### src/rtl/riscv_pkg.sv
// Shared definitions for the RV32I subset produced by the loader and consumed by the decoder.
// Latency: n/a (constants and types only).
// Backpressure: n/a.
package riscv_pkg;

  // Major opcodes; the main decoder matches against these same constants.
  localparam logic [6:0] OP_LOAD   = 7'b0000011;
  localparam logic [6:0] OP_STORE  = 7'b0100011;
  localparam logic [6:0] OP_RTYPE  = 7'b0110011;
  localparam logic [6:0] OP_BRANCH = 7'b1100011;

  // Descriptor kinds; codes 4..7 are illegal.
  typedef enum logic [2:0] {
    K_LW  = 3'd0,
    K_SW  = 3'd1,
    K_R   = 3'd2,
    K_BEQ = 3'd3
  } kind_e;

  // Loader session states.
  typedef enum logic [1:0] {
    S_IDLE   = 2'd0,
    S_ACCEPT = 2'd1,
    S_WRITE  = 2'd2,
    S_DONE   = 2'd3
  } ld_state_e;

endpackage

### src/rtl/instr_encoder.sv
// Combinational encoder: descriptor fields -> RV32I word plus illegal-kind flag.
// Latency: zero cycles (pure combinational).
// Backpressure: none; the caller registers the result.
module instr_encoder
  import riscv_pkg::*;
(
  input  logic [2:0]  kind,
  input  logic [3:0]  funct,
  input  logic [4:0]  rd,
  input  logic [4:0]  rs1,
  input  logic [4:0]  rs2,
  input  logic [11:0] imm,
  output logic [31:0] word,
  output logic        illegal
);

  // Field packing per kind; for BEQ, imm carries branch offset bits [12:1].
  always_comb begin
    word    = 32'h0;
    illegal = 1'b0;
    case (kind)
      K_LW:  word = {imm, rs1, 3'b010, rd, OP_LOAD};
      K_SW:  word = {imm[11:5], rs2, rs1, 3'b010, imm[4:0], OP_STORE};
      K_R:   word = {1'b0, funct[3], 5'b0, rs2, rs1, funct[2:0], rd, OP_RTYPE};
      K_BEQ: word = {imm[11], imm[9:4], rs2, rs1, 3'b000, imm[3:0], imm[10], OP_BRANCH};
      default: illegal = 1'b1;
    endcase
  end

endmodule

### src/rtl/instr_loader.sv
// Session loader: encodes accepted descriptors and writes them to consecutive imem words.
// Latency: handshake at edge N -> write strobe in cycle N+1 -> ready again in cycle N+2.
// Backpressure: in_ready is high only in ACCEPT, so at most one descriptor per two cycles.
module instr_loader
  import riscv_pkg::*;
#(
  parameter int ADDR_W = 8
) (
  input  logic              clk,
  input  logic              rst,
  input  logic              start,
  input  logic [ADDR_W-1:0] base_addr,
  input  logic              in_valid,
  output logic              in_ready,
  input  logic [2:0]        in_kind,
  input  logic [3:0]        in_funct,
  input  logic [4:0]        in_rd,
  input  logic [4:0]        in_rs1,
  input  logic [4:0]        in_rs2,
  input  logic [11:0]       in_imm,
  input  logic              in_last,
  output logic              mem_we,
  output logic [ADDR_W-1:0] mem_addr,
  output logic [31:0]       mem_wdata,
  output logic              busy,
  output logic              done,
  output logic              err,
  output logic [ADDR_W:0]   count
);

  localparam int unsigned CAP = 1 << ADDR_W;
  localparam logic [ADDR_W:0] CAP_CNT = CAP[ADDR_W:0];

  ld_state_e         state, state_nx;
  logic [ADDR_W-1:0] ptr;
  logic [ADDR_W:0]   cnt;
  logic              err_q;
  logic [31:0]       word_q;
  logic              ill_q;
  logic              last_q;
  logic [31:0]       enc_word;
  logic              enc_ill;
  logic              full;
  logic              accept;
  logic              wr_ok;

  instr_encoder u_enc (
    .kind    (in_kind),
    .funct   (in_funct),
    .rd      (in_rd),
    .rs1     (in_rs1),
    .rs2     (in_rs2),
    .imm     (in_imm),
    .word    (enc_word),
    .illegal (enc_ill)
  );

  assign full   = (cnt == CAP_CNT);
  assign accept = (state == S_ACCEPT) && in_valid;
  // A WRITE only strobes memory for a legal word with room left.
  assign wr_ok  = (state == S_WRITE) && !ill_q && !full;

  // State register; reset drops straight to IDLE so outputs clear asynchronously.
  always_ff @(posedge clk or posedge rst) begin
    if (rst) state <= S_IDLE;
    else     state <= state_nx;
  end

  // Next-state logic for the session sequence.
  always_comb begin
    state_nx = state;
    case (state)
      S_IDLE:   if (start)  state_nx = S_ACCEPT;
      S_ACCEPT: if (accept) state_nx = S_WRITE;
      S_WRITE:  state_nx = last_q ? S_DONE : S_ACCEPT;
      S_DONE:   state_nx = S_IDLE;
      default:  state_nx = S_IDLE;
    endcase
  end

  // Session datapath: pointer, word count, sticky error and the captured descriptor.
  always_ff @(posedge clk or posedge rst) begin
    if (rst) begin
      ptr    <= '0;
      cnt    <= '0;
      err_q  <= 1'b0;
      word_q <= 32'h0;
      ill_q  <= 1'b0;
      last_q <= 1'b0;
    end else begin
      if (state == S_IDLE && start) begin
        ptr   <= base_addr;
        cnt   <= '0;
        err_q <= 1'b0;
      end
      if (accept) begin
        word_q <= enc_word;
        ill_q  <= enc_ill;
        last_q <= in_last;
      end
      if (state == S_WRITE) begin
        if (wr_ok) begin
          ptr <= ptr + 1'b1;
          cnt <= cnt + 1'b1;
        end else begin
          err_q <= 1'b1;
        end
      end
    end
  end

  // Outputs depend on registers only.
  assign in_ready  = (state == S_ACCEPT);
  assign mem_we    = wr_ok;
  assign mem_addr  = ptr;
  assign mem_wdata = word_q;
  assign busy      = (state != S_IDLE);
  assign done      = (state == S_DONE);
  assign err       = err_q;
  assign count     = cnt;

endmodule

### config.mk
export PLATFORM = sky130hd
export DESIGN_NAME = instr_loader
export DESIGN_NICKNAME = d
export VERILOG_FILES = /design/src/rtl/riscv_pkg.sv /design/src/rtl/instr_encoder.sv /design/src/rtl/instr_loader.sv
export SDC_FILE = /design/constraint.sdc
export NUM_CORES = 1
export LEC_CHECK = 0
export BUFFER_PORTS_ARGS = -buffer_cell sky130_fd_sc_hd__buf_2
export CAP_MARGIN = 20
export CORE_ASPECT_RATIO = 2
export CORE_MARGIN = 3
export CORE_UTILIZATION = 49
export DETAILED_ROUTE_END_ITERATION = 10
export PLACE_DENSITY = 0.91
export SYNTH_ARGS = -nofsm -noshare
export SYNTH_HDL_FRONTEND = slang
export SYNTH_SLANG_ARGS = --single-unit
### constraint.sdc
create_clock -name clk -period 2.6 [get_ports clk]
set_input_delay 0.52 -clock clk [delete_from_list [all_inputs] [get_ports clk]]
set_output_delay 0.52 -clock clk [all_outputs]
set_load 0.01 [all_outputs]
==> out/metrics.yaml <==
synth:
  synthArstFlopShare_pct: 100.0
  yosysMostFrequentCell: "dfrtp_1"
  synth_edf_count: 0
  synth_fa_ha_area_share_pct: 1.451
  synth_xor_area_share_pct: 0.6770
  synth_top_family_by_area: "simple AND/OR/NAND/NOR gates"
  synth_ff_type: "dfrtp_1"
  synth_cell_types: 48
  synthMuxAreaShare_pct: 7.930
  avgSynthCellArea_um2: 9.838
  synthSimpleGateAreaFrac_pct: 20.79
  synthTopCellsByArea: "dfrtp_1, o21ai_0, mux2i_1"
  yosysWarnings: 0
  synth_cells: 263
  yosys.area.top_type_share_pct: 49.32
  synth_compound_area_share_pct: 14.56
  synth-seq-cells: 51
  ys_top_cells_by_count: "dfrtp_1, nand2_1, o21ai_0"
  synth_seq_area_share_pct: 49.32
  synth_area_mm2: 0.002587
  synth_area_leader_cell: "dfrtp_1"
setup_path:
  crit_family: "flip-flops"
  max_stage_delay_ps: 480
  path_class: "reg -> out"
  worstPathRequired_ps: 2080
  cp-start-kind: "flop"
  crit_arrival_ps: 1810
  crit_path_start: "count[0]"
  crit_buf_inv: 3
  worstReg2RegStart: "count[0]"
  path_cells: "inv_1, ha_1, nor4bb_1, a21o_4, inv_8, buf_2"
  critPathMaxFanout: 18
  crit_slowest_cell: "dfrtp_1"
  end_kind: "output pin"
clocking:
  clock_sinks: 51
  hold_buffers: 0
  cts-buffers-inserted: 5
  ctsRootBufferMaster: "clkbuf_8"
  cts_tree: "yes"
  clk_latency_ps: 290
  clockBufferDepth: 2
  cts_htree_levels: 2
  clk_pin_slew_ps: 90
  postCtsSetupRepairBufs: 0
  post_cts_resized: 0
grt:
  overflow: 0
  grt_use_total_pct: 21.54
  grt_pass1_wl_mm: 10.62
  grt_max_degree: 27
  antenna_found_initial: 0
  grt_pass1_vias: 2271
placement:
  port_buffers: 98
  gp_congestion: 0.9325
  place_ws_ps: 572.7
  dp.cells: 407
  hpwl_mm: 5.013
sta:
  rsz0062_at_grt: "false"
  relSlewSlack_pct: 55.91
  fmax_mhz: 428.5
  drv_slew: 0
  finalSetupViolCount: 0
  worst_pin_slew_ps: 658.9
  fin_skew_ps: 2.138
  layout_setup_ws_ps: 266.4
  fin_crit_ps: 2334
  finalCritPeriodShare_pct: 89.75
  hold_ws_ps: 128.7
  finalSetupTns_ps: 0
  hold_viol_final: 0
final_layout:
  regArea_mm2: 0.001276
  multiInputGateArea_mm2: 0.001182
  final_layout_size_suffix_gt1_share_pct: 35.20
  antennaDiodeCount: 0
  area_growth_syn_to_layout_pct: 24.18
  fin_cells: 415
  nets: 407
  fillCellCount: 435
route:
  vias: 2266
  wirelength_mm: 6.389
  drcViolationCount: 0
  postRouteAntennaNets: 0
  vias_per_cell: 5.460
  wl_per_cell_um: 15.40
  dr.first_iter.drc_count: 124
  drtPass1Iterations: 4
power_and_ir_drop:
  total_leakage_power_nw: 1.680
  ir_drop_mv: 0.6439
  p_per_area_mw_per_mm2: 974.8
floorplanning:
  io_pins: 101
  num_rows: 36
  fp.coreArea_mm2: 0.005000
  die_x_um: 57.39
  die-area_mm2: 0.006241
  initial_core_util_pct: 51.75
  die_h_um: 108.8
job:
  maxCapViolations: 0
status:
  status: "complete, no violations"
worst_hold_path:
  hold_class: "in -> async"
==> power by group <==
part           switching [mW]  internal (mW)
sequential              0.248           1.09
combinational           0.691          0.535
clock                   0.252          0.312
==> cell usage in the layout (no fill, tap or decap), drive strengths merged, types with 4 or more instances in the layout <==
cell type,instances
nor3,6
a21o,4
mux2,4
nor2,11
nor2b,5
nand2b,8
a21oi,6
nand4,6
dfrtp,51
clkbuf,6
and3,4
nand3,5
mux2i,16
buf,103
o21ai,35
nand2,39
inv,8
==> layout make-up <==
class	count	share of cell area [%]
Sequential cell	51	39.72
Multi-Input combinational cell	188	36.80
Timing Repair Buffer	103	16.43
Clock buffer	6	2.570
Tap cell	57	2.220
Inverter	8	1.168
Clock inverter	2	1.090
==> stage by stage <==
stage	util, %	cell area [um^2]	power [mW]
after detailed placement	61.91	3095	2.597
after floorplan	-	2591	2.081
final	64.26	3213	3.132
after global placement	61.91	3095	2.539
after global routing	64.26	3213	3.369
after CTS	64.26	3213	3.162
==> layer usage <==
metal  part of all wire (%)  global-route usage [%]  vias to the layer above
met3                    5.6                   3.555                       11
met5                      0                       0                        -
met2                     56                   40.61                       79
met1                     37                   23.39                     1076
met4                    1.6                   7.629                        0
li1                       -                       -                     1100
==> worst reg2reg max path: stages, from the launching register on <==
cell and delay (ps):
dfrtp_1 480, inv_1 90, ha_1 150, nor4bb_1 330
a21o_4 250, inv_8 80, mux2_2 280, a221o_1 290
==> sequential cells by signal (all words and copies together), names as in the netlist <==
register,flops
err,1
state,2
ill_q,1
count,9
last_q,1
mem_wdata,29
mem_addr,8
==> cell families after synthesis <==
family,Yosys count
mux,20
xor+xnor,2
other cells,1
buf+inv,25
fa+ha+maj,3
compound gates,61
simple gates,100
flops,51
==> worst paths after layout <==
kind	endpoint	slack, ps	depth (start not counted)
hold reg to reg	mem_wdata[26]	480	2
hold / removal	mem_addr[0]	130	2
max in group asynchronous	mem_wdata[23]	1870	3
setup / recovery	mem_we	270	6
min in group clk	mem_addr[0]	450	2
setup reg to reg	mem_addr[4]	550	7
(Power assumes the default switching activity.)
